### src/rtl/burst_frame_extractor_if.sv
// Word-stream bundle between the burst synchronizer/scheduler side and the
// burst frame extractor, plus the framed payload and status returned to the MAC.
interface burst_frame_extractor_if;
  logic [31:0] in_data;
  logic        in_detected;
  logic        in_window;
  logic        out_sync_enable;
  logic [31:0] out_data;
  logic        out_valid;
  logic        out_sop;
  logic        out_eop;
  logic [7:0]  out_onu_id;
  logic        out_error;
  logic [1:0]  out_error_code;
  logic [15:0] out_burst_count;
  logic [15:0] out_error_count;

  // Upstream/sink side: drives the aligned stream, observes the framed output.
  modport master (
    output in_data, in_detected, in_window,
    input  out_sync_enable, out_data, out_valid, out_sop, out_eop, out_onu_id,
           out_error, out_error_code, out_burst_count, out_error_count
  );

  // Extractor side.
  modport slave (
    input  in_data, in_detected, in_window,
    output out_sync_enable, out_data, out_valid, out_sop, out_eop, out_onu_id,
           out_error, out_error_code, out_burst_count, out_error_count
  );
endinterface

### src/rtl/burst_frame_extractor.sv
// Locks onto one PON upstream burst per window, validates its header and
// emits the payload as a framed word stream; gates synchronizer re-training.
module burst_frame_extractor #(
  parameter int unsigned HDR_OFFSET   = 1,
  parameter int unsigned MAX_WORDS    = 1024,
  parameter int unsigned GUARD_CYCLES = 4
) (
  input  logic                    in_clock,
  input  logic                    in_reset_n,
  burst_frame_extractor_if.slave  bus
);

  localparam int unsigned OFF_W = 4;
  localparam int unsigned GRD_W = 8;
  localparam int unsigned LEN_W = 16;
  localparam int unsigned CMP_W = LEN_W + 1;

  localparam logic [OFF_W-1:0] OFF_LOAD = OFF_W'(HDR_OFFSET - 1);
  localparam logic [GRD_W-1:0] GRD_LOAD = GRD_W'(GUARD_CYCLES - 1);
  localparam logic [CMP_W-1:0] MAX_LEN  = CMP_W'(MAX_WORDS);

  localparam logic [1:0] ERR_CHECK = 2'b01;
  localparam logic [1:0] ERR_LEN   = 2'b10;
  localparam logic [1:0] ERR_TRUNC = 2'b11;

  typedef enum logic [2:0] {
    ST_HUNT,
    ST_WAIT,
    ST_HEADER,
    ST_PAYLOAD,
    ST_GUARD
  } state_e;

  typedef struct packed {
    logic [7:0]       onu_id;
    logic [7:0]       onu_chk;
    logic [LEN_W-1:0] len;
  } hdr_t;

  state_e           state_q, state_d;
  logic [OFF_W-1:0] off_q;
  logic [GRD_W-1:0] grd_q;
  logic [LEN_W-1:0] rem_q;
  logic             first_q;

  logic             err_c;
  logic [1:0]       err_code_c;
  logic             win;
  hdr_t             hdr;

  logic             sync_enable_q;
  logic [31:0]      data_q;
  logic             valid_q;
  logic             sop_q;
  logic             eop_q;
  logic [7:0]       onu_id_q;
  logic             error_q;
  logic [1:0]       error_code_q;
  logic [15:0]      burst_count_q;
  logic [15:0]      error_count_q;

  assign win = bus.in_window;
  assign hdr = hdr_t'(bus.in_data);

  // Next state and error detection.
  always_comb begin
    state_d    = state_q;
    err_c      = 1'b0;
    err_code_c = ERR_CHECK;
    case (state_q)
      ST_HUNT: begin
        if (bus.in_detected && win) begin
          state_d = (HDR_OFFSET == 32'd1) ? ST_HEADER : ST_WAIT;
        end
      end
      ST_WAIT: begin
        if (!win) begin
          state_d    = ST_GUARD;
          err_c      = 1'b1;
          err_code_c = ERR_TRUNC;
        end else if (off_q == OFF_W'(1)) begin
          state_d = ST_HEADER;
        end
      end
      ST_HEADER: begin
        state_d = ST_GUARD;
        err_c   = 1'b1;
        if (!win) begin
          err_code_c = ERR_TRUNC;
        end else if (hdr.onu_chk != ~hdr.onu_id) begin
          err_code_c = ERR_CHECK;
        end else if ((hdr.len == '0) || ({1'b0, hdr.len} > MAX_LEN)) begin
          err_code_c = ERR_LEN;
        end else begin
          state_d = ST_PAYLOAD;
          err_c   = 1'b0;
        end
      end
      ST_PAYLOAD: begin
        if (!win) begin
          state_d    = ST_GUARD;
          err_c      = 1'b1;
          err_code_c = ERR_TRUNC;
        end else if (rem_q == LEN_W'(1)) begin
          state_d = ST_GUARD;
        end
      end
      ST_GUARD: begin
        if (grd_q == '0) begin
          state_d = ST_HUNT;
        end
      end
      default: state_d = ST_HUNT;
    endcase
  end

  // State, counters and registered outputs.
  always_ff @(posedge in_clock or negedge in_reset_n) begin
    if (!in_reset_n) begin
      state_q       <= ST_HUNT;
      off_q         <= '0;
      grd_q         <= '0;
      rem_q         <= '0;
      first_q       <= 1'b0;
      sync_enable_q <= 1'b0;
      data_q        <= '0;
      valid_q       <= 1'b0;
      sop_q         <= 1'b0;
      eop_q         <= 1'b0;
      onu_id_q      <= '0;
      error_q       <= 1'b0;
      error_code_q  <= '0;
      burst_count_q <= '0;
      error_count_q <= '0;
    end else begin
      state_q       <= state_d;
      sync_enable_q <= (state_d == ST_HUNT) && win;
      valid_q       <= 1'b0;
      sop_q         <= 1'b0;
      eop_q         <= 1'b0;
      error_q       <= err_c;

      if (err_c) begin
        error_code_q <= err_code_c;
        if (error_count_q != 16'hFFFF) begin
          error_count_q <= error_count_q + 16'd1;
        end
      end

      case (state_q)
        ST_HUNT: off_q <= OFF_LOAD;
        ST_WAIT: off_q <= off_q - OFF_W'(1);
        ST_HEADER: begin
          if (state_d == ST_PAYLOAD) begin
            onu_id_q <= hdr.onu_id;
            rem_q    <= hdr.len;
            first_q  <= 1'b1;
          end
        end
        ST_PAYLOAD: begin
          // A word arriving with the window dropped is discarded.
          if (win) begin
            data_q  <= bus.in_data;
            valid_q <= 1'b1;
            sop_q   <= first_q;
            eop_q   <= (rem_q == LEN_W'(1));
            first_q <= 1'b0;
            rem_q   <= rem_q - LEN_W'(1);
            if (rem_q == LEN_W'(1)) begin
              burst_count_q <= burst_count_q + 16'd1;
            end
          end
        end
        ST_GUARD: grd_q <= grd_q - GRD_W'(1);
        default: ;
      endcase

      if ((state_d == ST_GUARD) && (state_q != ST_GUARD)) begin
        grd_q <= GRD_LOAD;
      end
    end
  end

  assign bus.out_sync_enable = sync_enable_q;
  assign bus.out_data        = data_q;
  assign bus.out_valid       = valid_q;
  assign bus.out_sop         = sop_q;
  assign bus.out_eop         = eop_q;
  assign bus.out_onu_id      = onu_id_q;
  assign bus.out_error       = error_q;
  assign bus.out_error_code  = error_code_q;
  assign bus.out_burst_count = burst_count_q;
  assign bus.out_error_count = error_count_q;

endmodule

### src/flat_wrapper.sv
// flat-port wrapper written by rule: the top's interface ports become plain ports
module burst_frame_extractor_flat 
#(
  parameter int unsigned HDR_OFFSET   = 1,
  parameter int unsigned MAX_WORDS    = 1024,
  parameter int unsigned GUARD_CYCLES = 4
)
  (in_clock, in_reset_n, bus_in_data, bus_in_detected, bus_in_window, bus_out_sync_enable, bus_out_data, bus_out_valid, bus_out_sop, bus_out_eop, bus_out_onu_id, bus_out_error, bus_out_error_code, bus_out_burst_count, bus_out_error_count);
  burst_frame_extractor_if bus_i ();
  input  logic in_clock;
  input  logic in_reset_n;
  input wire logic [$bits(bus_i.in_data)-1:0] bus_in_data;
  input wire logic [$bits(bus_i.in_detected)-1:0] bus_in_detected;
  input wire logic [$bits(bus_i.in_window)-1:0] bus_in_window;
  output wire logic [$bits(bus_i.out_sync_enable)-1:0] bus_out_sync_enable;
  output wire logic [$bits(bus_i.out_data)-1:0] bus_out_data;
  output wire logic [$bits(bus_i.out_valid)-1:0] bus_out_valid;
  output wire logic [$bits(bus_i.out_sop)-1:0] bus_out_sop;
  output wire logic [$bits(bus_i.out_eop)-1:0] bus_out_eop;
  output wire logic [$bits(bus_i.out_onu_id)-1:0] bus_out_onu_id;
  output wire logic [$bits(bus_i.out_error)-1:0] bus_out_error;
  output wire logic [$bits(bus_i.out_error_code)-1:0] bus_out_error_code;
  output wire logic [$bits(bus_i.out_burst_count)-1:0] bus_out_burst_count;
  output wire logic [$bits(bus_i.out_error_count)-1:0] bus_out_error_count;
  assign bus_i.in_data = bus_in_data;
  assign bus_i.in_detected = bus_in_detected;
  assign bus_i.in_window = bus_in_window;
  assign bus_out_sync_enable = bus_i.out_sync_enable;
  assign bus_out_data = bus_i.out_data;
  assign bus_out_valid = bus_i.out_valid;
  assign bus_out_sop = bus_i.out_sop;
  assign bus_out_eop = bus_i.out_eop;
  assign bus_out_onu_id = bus_i.out_onu_id;
  assign bus_out_error = bus_i.out_error;
  assign bus_out_error_code = bus_i.out_error_code;
  assign bus_out_burst_count = bus_i.out_burst_count;
  assign bus_out_error_count = bus_i.out_error_count;
  burst_frame_extractor #(.HDR_OFFSET(HDR_OFFSET), .MAX_WORDS(MAX_WORDS), .GUARD_CYCLES(GUARD_CYCLES)) u_core (.in_clock(in_clock), .in_reset_n(in_reset_n), .bus(bus_i));
endmodule
### config.mk
export PLATFORM = sky130hd
export DESIGN_NAME = burst_frame_extractor_flat
export DESIGN_NICKNAME = d
export VERILOG_FILES = /design/src/rtl/burst_frame_extractor_if.sv /design/src/rtl/burst_frame_extractor.sv /design/src/flat_wrapper.sv
export SDC_FILE = /design/constraint.sdc
export NUM_CORES = 1
export LEC_CHECK = 0
export ABC_CLOCK_PERIOD_IN_PS = 6000
export CAP_MARGIN = 20
export CELL_PAD_IN_SITES_DETAIL_PLACEMENT = 0
export CELL_PAD_IN_SITES_GLOBAL_PLACEMENT = 1
export CORE_UTILIZATION = 43
export DETAILED_ROUTE_END_ITERATION = 8
export GPL_TIMING_DRIVEN = 0
export PLACE_DENSITY = 0.94
export SYNTH_ARGS = -nofsm -noshare
export SYNTH_HDL_FRONTEND = slang
export SYNTH_SLANG_ARGS = --single-unit
### constraint.sdc
create_clock -name in_clock -period 6 [get_ports in_clock]
set_input_delay 1.5 -clock in_clock [delete_from_list [all_inputs] [get_ports in_clock]]
set_output_delay 1.5 -clock in_clock [all_outputs]
set_load 0.005 [all_outputs]
Word-level counts from Yosys, hierarchy flattened
Index checks and enable logic that the tools add are counted.
W data, S select, Z words.
{"block": "totals", "in_bits": 36, "output_inout_bits": 79, "regBits": 111, "wordCells": 87}
{"block": "op_classes", "eq_ne": 13, "n_mux": 35, "bitwise_logic": 1, "magnitude_cmp": 1, "n_reduce_logical": 17, "addsub": 5}
{"op": "$add A16 B1 Y16 const B", "count": 2}
{"op": "$mux W16", "count": 2}
{"op": "$pmux W16 S2", "count": 1}
{"op": "$mux W3", "count": 9}
{"op": "$eq A16 B1 Y1 const B", "count": 1}
{"op": "$gt A16 B11 Y1 const B", "count": 1}
{"op": "$logic_not A16 Y1", "count": 1}
{"op": "$mux W8", "count": 2}
{"op": "$ne A16 B16 Y1 const B", "count": 1}
{"op": "$sub A16 B1 Y16 const B", "count": 1}
{"op": "$pmux W3 S5", "count": 1}
{"op": "$mux W1", "count": 12}
{"op": "$eq A3 B2 Y1 const B", "count": 3}
{"op": "$logic_not A8 Y1", "count": 1}
{"op": "$mux W2", "count": 4}
{"op": "$ne A8 B8 Y1", "count": 1}
{"op": "$not A8 Y8", "count": 1}
{"op": "$pmux W4 S2", "count": 1}
{"op": "$sub A8 B1 Y8 const B", "count": 1}
{"op": "$eq A3 B3 Y1 const B", "count": 2}
{"op": "$logic_not A3 Y1", "count": 2}
{"op": "$reduce_and A2 Y1", "count": 3}
{"op": "$reduce_and A3 Y1", "count": 2}
{"op": "$reduce_bool A2 Y1", "count": 3}
{"op": "11 further kinds", "count": 14}

Logic depth before layout (Yosys ltp)
{"block": "logic_depth", "ltp_word": 9, "mapped_depth": 8, "ltp_nobuf": 8}

Least setup slack after synthesis
Ideal clock, no wire load.
{"block": "synth_path", "kind": "input to register", "from": "in bus_in_data[11]", "to": "reg u_core.error_count_q[14] (netlist: u_core.bus.out_error_count[14])", "stages": 8, "setup_time_ns": 0.080, "arrival_ns": 3.088, "n_path_buf": 1, "required_time_ns": 5.920, "slack_ns": 2.832, "cell_sequence": "or4_4 -> nor3b_2 -> o2111ai_2 -> a21oi_4 -> a31oi_4 -> buf_6 -> nand4_1 -> xnor2_1"}
{"block": "synth_via", "elab_chain_len": 7, "elab_cells_between_ends": 8, "classes_between": "order compare (1); mux (4); reduce/logical (3)"}
{"element": "start, declared", "line": "flat_wrapper.sv:12", "rtl": "input wire logic [$bits(bus_i.in_data)-1:0] bus_in_data;"}
{"element": "$gt A16 B11 Y1 or $logic_not A16 Y1 (tied branches)", "line": "burst_frame_extractor.sv:92", "rtl": "end else if ((hdr.len == '0) || ({1'b0, hdr.len} > MAX_LEN)) begin"}
{"element": "$logic_or A1 B1 Y1 (*)", "line": "burst_frame_extractor.sv:92"}
{"element": "$mux W1 (*)", "line": "burst_frame_extractor.sv:92"}
{"element": "$mux W1 (*)", "line": "burst_frame_extractor.sv:90", "rtl": "end else if (hdr.onu_chk != ~hdr.onu_id) begin"}
{"element": "$mux W1 (*)", "line": "burst_frame_extractor.sv:88", "rtl": "if (!win) begin"}
{"element": "$pmux W1 S2 (*)", "line": "burst_frame_extractor.sv:70", "rtl": "case (state_q)"}
{"element": "$reduce_and A2 Y1 (no source line) (*)"}
{"element": "end signal, assigned", "line": "burst_frame_extractor.sv:146", "rtl": "error_count_q <= error_count_q + 16'd1;"}
{"element": "end, declared", "line": "burst_frame_extractor.sv:60", "rtl": "logic [15:0] error_count_q;"}
Mark *: on every way between the ends. The rest lies on a longest branch, timed or not.
A chain may end at the register's enable or synchronous reset.

Worst setup path in the final report
{"block": "layout_path", "from": "in bus_in_data[0]", "to": "reg u_core.rem_q[11]"}
{"block": "layout_via", "elab_chain_len": 9, "elab_cells_between_ends": 10, "classes_between": "order compare (1); eq/ne (2); mux (4); reduce/logical (3)"}
{"element": "$gt A16 B11 Y1 or $logic_not A16 Y1 (tied branches)", "line": "burst_frame_extractor.sv:92"}
{"element": "$logic_or A1 B1 Y1 (*)", "line": "burst_frame_extractor.sv:92"}
{"element": "$mux W3 (*)", "line": "burst_frame_extractor.sv:92"}
{"element": "$mux W3 (*)", "line": "burst_frame_extractor.sv:90"}
{"element": "$mux W3 (*)", "line": "burst_frame_extractor.sv:88"}
{"element": "$pmux W3 S5 (*)", "line": "burst_frame_extractor.sv:70"}
{"element": "$eq A3 B2 Y1 (*)", "line": "burst_frame_extractor.sv:154", "rtl": "if (state_d == ST_PAYLOAD) begin"}
{"element": "$ne A2 B1 Y1 (no source line) (*)"}
{"element": "$reduce_and A3 Y1 (no source line) (*)"}
{"element": "end signal, assigned", "line": "burst_frame_extractor.sv:156", "rtl": "rem_q <= hdr.len;"}
{"element": "end signal, assigned", "line": "burst_frame_extractor.sv:168", "rtl": "rem_q <= rem_q - LEN_W'(1);"}
{"element": "end, declared", "line": "burst_frame_extractor.sv:43", "rtl": "logic [LEN_W-1:0] rem_q;"}
Marked as above.

==> results by stage <==
Status:
- The run finished, with violations left.
- The final reports fail on design-rule violations.

Routing:
- In this run the remaining antenna-violating nets after routing total 0.
- In the routed design, unresolved DRC markers number 7.
- The first-pass iteration count of the detailed router is 7.
- After detailed routing, the number of vias per cell comes to 5.505.
- The wire length per cell after detailed routing is 16.68 µm.
- The routed wire length is 12.41 mm.
- After the first detailed-routing iteration, the DRC count stood at 130.
- The via count is 4096.

Placement:
- The count of buffers added on input and output ports is 113.
- The worst slack after detailed placement is 1.933 ns.
- The congestion estimate from routability-driven global placement came to 0.8424.
- Counting tap cells, the placed design contains a total of 729 instances.
- After legalization and detailed placement, the total HPWL measured 9.103 mm.

Global route:
- The largest net degree at the start of global routing is 64.
- The total track usage is 0.2128.
- The number of antenna violations at the first check in global routing was 0.
- After global routing the overflow that remains totals 0.
- The number of global-route vias before repair came to 4222.
- The first-pass GRT wire length is 21.09 mm.

Final layout:
- The number of nets in the finished design is 640.
- The repair_antennas step left the layout with diodes totalling 0.
- The non-filler instance count after layout is 744.
- The area growth from synthesis to layout is 31.60%.
- In the final layout, the share of cells above drive strength 1 is 0.1431.

Clocking:
- The clock tree from TritonCTS is built.
- The root buffer cell is sky130_fd_sc_hd__clkbuf_16.
- The largest buffer count on any clock path is 2.
- The later-pin clock latency in the skew report is 0.35 ns.
- After clock tree synthesis, the repair step resized 0 gates.
- The clock buffer count from CTS is 9.
- The number of sinks on the clock net is 111.
- Post-CTS timing repair inserted 0 buffers for setup.
- After clock tree synthesis, the clock-pin slew on the worst setup and hold paths is 0.07 ns.
- The hold-fix buffer count after cts is 0.
- The H-tree was split into 3 levels.

Setup path:
- STA classifies the critical path endpoint as a register.
- The critical-path cell with the highest stage delay is sky130_fd_sc_hd__clkdlybuf4s50_1.
- The kind of cell with the highest combined delay on the critical path is simple AND/OR/NAND/NOR gates.
- For the worst setup path, the data required time is 6.25 ns.
- The startpoint class of the critical path is a primary input.
- For the worst setup path, the data arrival time is 3.99 ns.
- The launch point of the worst reg-to-reg path is u_core.rem_q[5]$_DFFE_PN0P_.
- The worst register-to-register path has a setup slack of 3.59 ns.
- In this run the worst path has a maximum fanout of 9.
- The critical path's largest stage delay is 0.52 ns.
- Counting both buffers and inverters, the worst setup path holds a total of 2.
- The signal on the critical path passes through clkdlybuf4s50_1, nor4_1, a31oi_1, nor2_1, and4b_1, buf_2, nor2_1, o21ai_0, o21ai_0.
- The critical path class is primary input to register.
- The most critical setup path has its startpoint at bus_in_data[0].

STA:
- For the finished layout, the period the worst path requires is 3.739 ns.
- The largest clock skew in the final design is 0.005485 ns.
- Setup slack closes at 2.261 ns.
- Based on the critical path, the design can be clocked at up to 267.4 MHz.
- Setup repair after global routing left no endpoint under its margin.
- Setup violations remaining at the end of the flow were counted as 0.
- For the pin with the worst max-slew slack, the measured transition is 0.7076 ns.
- The final clock period utilization by the worst path is 0.6232.
- The worst pin sits at a relative slew slack of 0.5283.
- The number of hold violations in the final report is 0.
- Adding up every negative setup slack in the final design gives 0 ns.
- The count of final max-slew check failures is 0.

Floorplanning:
- Row generation in the floorplan step produced 39 rows.
- The initial utilization of the core area, before any placement, comes to 0.4490.
- The floorplan die area is 0.01257 mm².
- The vertical die dimension is 112.1 µm.
- Measured along the x axis, the die boundary spans 112.1 µm.
- The area of the core is 0.01161 mm².
- The top-level port count is 115.

Synth:
- The most used flip-flop cell after synthesis is sky130_fd_sc_hd__dfrtp_1.
- The share of the synthesized area in compound gates (AO/OA/AOI/OAI) is 0.1063.
- The xor/xnor cell area share of the yosys netlist is 0.06550.
- The number of nets in the synthesized netlist is 515.
- The post-synthesis cell type count is 60.
- The number of warnings issued by yosys is 0.
- The number of cells produced by synthesis is 472.
- The number of flip-flops and latches in the synthesized netlist is 111.
- In the post-synthesis netlist, the biggest area contributors are sky130_fd_sc_hd__dfrtp_1, sky130_fd_sc_hd__mux2_2, sky130_fd_sc_hd__xnor2_1.
- The area of the mapped netlist is 0.005215 mm².
- Of the post-synthesis cell area, the part taken by muxes is 0.09693.
- The share of synthesized registers carrying an async set or reset is 1.000.
- Of all cell types, the one taking the most synthesized area is sky130_fd_sc_hd__dfrtp_1.
- Of the total synthesized cell area, the portion taken by AND, OR, NAND and NOR gates is 0.1598.
- The main combinational cell family by area after synthesis is simple AND/OR/NAND/NOR gates.
- After synthesis, the mean cell area works out to 11.05 µm².
- Of the synthesized area, sequential elements account for 0.5326.
- In this run, synthesis inferred 0 flip-flops with an integrated enable.
- The post-synthesis share of cell area spent on full adders, half adders and majority gates is 0.01679.
- Of the post-synthesis cell area, the dominant cell type holds 0.5326.

Pwr:
- In this run the power density over the cells is 244.4 mW/mm².
- Power comes to 1.677 mW.
- For this design the static power due to leakage is 3.079 nW.
- The worst-case IR drop observed on VDD is 0.1788 mV.

Run:
- The number of violations of the max-capacitance limit is 0.

Min path:
- The type of the most critical hold path is register to register.
- In this run the most critical hold path is launched from u_core.bus.out_burst_count[15]$_DFFE_PN0P_.
==> where the power goes <==
group	internal, mW	leakage [nW]	switching (mW)	total [mW]
combinational	0.103	1.43	0.124	0.227
sequential	0.785	1.50	0.0350	0.820
clock	0.374	0.155	0.257	0.631
total	1.26	3.08	0.416	1.68
==> through the flow <==
step,hold slack (ns),cell area [µm²],util
final,0.4753,6863,0.5909
after global routing,0.4945,6863,0.5909
after CTS,0.4856,6863,0.5909
after detailed placement,0.4724,6550,0.5640
after global placement,0.4517,6525,0.5618
after floorplan,0.4418,5215,-
==> worst register-to-register path, cell delays in order, from the launching register on <==
cell and delay [ns]:
sky130_fd_sc_hd__dfrtp_1 0.42, sky130_fd_sc_hd__nor3_1 0.44, sky130_fd_sc_hd__nand3_1 0.35, sky130_fd_sc_hd__nor2_1 0.32, sky130_fd_sc_hd__and3_1 0.29, sky130_fd_sc_hd__nand3_1 0.16
sky130_fd_sc_hd__nor3_1 0.20, sky130_fd_sc_hd__xor2_1 0.16
==> cell usage in the layout, fill, tap and decap left out, types with 8 or more instances in the layout <==
cell type	count
sky130_fd_sc_hd__clkdlybuf4s50_1	112
sky130_fd_sc_hd__dfrtp_1	111
sky130_fd_sc_hd__mux2_2	43
sky130_fd_sc_hd__nand2_1	40
sky130_fd_sc_hd__xnor2_1	31
sky130_fd_sc_hd__nor2_1	30
sky130_fd_sc_hd__o21ai_0	28
sky130_fd_sc_hd__a21oi_1	24
sky130_fd_sc_hd__nand3_1	18
sky130_fd_sc_hd__nor3_1	16
sky130_fd_sc_hd__inv_1	10
sky130_fd_sc_hd__and3_1	9
sky130_fd_sc_hd__clkbuf_1	9
sky130_fd_sc_hd__nand4_1	9
sky130_fd_sc_hd__clkbuf_16	9
sky130_fd_sc_hd__xor2_1	8
==> layer usage <==
metal  GRT usage  vias to the layer above  part of all wire
li1            -                     1936                 -
met1      0.2807                     1985              0.44
met2      0.3333                      160              0.46
met3     0.05670                       15             0.079
met4     0.08889                        0             0.016
met5           0                        -                 0
==> final timing paths <==
| path | to | cells after the start |
|---|---|---|
| min in group asynchronous | u_core.bus.out_data[15]$_DFFE_PN0P_ | 1 |
| hold / removal | u_core.bus.out_burst_count[15]$_DFFE_PN0P_ | 1 |
| setup / recovery | u_core.rem_q[11]$_DFFE_PN0P_ | 9 |
| hold reg to reg | u_core.bus.out_burst_count[15]$_DFFE_PN0P_ | 1 |
| max in group asynchronous | u_core.bus.out_data[24]$_DFFE_PN0P_ | 2 |
| setup reg to reg | u_core.bus.out_burst_count[15]$_DFFE_PN0P_ | 7 |
==> kinds of logic (layout without fill, tap and decap cells) <==
logic type,count (synthesis),after routing
buffers and inverters,26,155
DFF,111,111
AOI/OAI and AO/OA,87,87
adders and majority gates,7,7
and+or+nand+nor,157,157
xor gates and xnor gates,39,39
muxes,45,45
==> Yosys cell counts, types with 4 or more instances <==
cell / number
sky130_fd_sc_hd__dfrtp_1: 111
sky130_fd_sc_hd__mux2_2: 43
sky130_fd_sc_hd__nand2_1: 40
sky130_fd_sc_hd__xnor2_1: 31
sky130_fd_sc_hd__nor2_1: 30
sky130_fd_sc_hd__o21ai_0: 28
sky130_fd_sc_hd__a21oi_1: 24
sky130_fd_sc_hd__nand3_1: 18
sky130_fd_sc_hd__nor3_1: 16
sky130_fd_sc_hd__inv_1: 10
sky130_fd_sc_hd__and3_1: 9
sky130_fd_sc_hd__nand4_1: 9
sky130_fd_sc_hd__clkbuf_1: 8
sky130_fd_sc_hd__xor2_1: 8
sky130_fd_sc_hd__ha_1: 7
sky130_fd_sc_hd__a31oi_1: 6
sky130_fd_sc_hd__buf_2: 5
sky130_fd_sc_hd__nor4_1: 4
sky130_fd_sc_hd__o22ai_1: 4
==> state kept, by name, summed over array words and instances, names as in the netlist, 2 cells and up <==
name and cells:
u_core.grd_q 8, u_core.bus.out_error_code 2, u_core.bus.out_burst_count 16, u_core.bus.out_onu_id 8, u_core.off_q 4, u_core.state_q 3
u_core.bus.out_error_count 16, u_core.rem_q 16, u_core.bus.out_data 32
==> cell type report <==
class                           instances  area, µm²
Multi-Input combinational cell        335       2322
Inverter                               10      37.54
Sequential cell                       111       2778
Buffer                                 16      77.57
Clock buffer                           11      242.7
Clock inverter                          4      70.07
Fill cell                            1009       4751
Timing Repair Buffer                  114       1156
Tap cell                              143      178.9
Note: power is estimated with default switching activity, not from simulation.
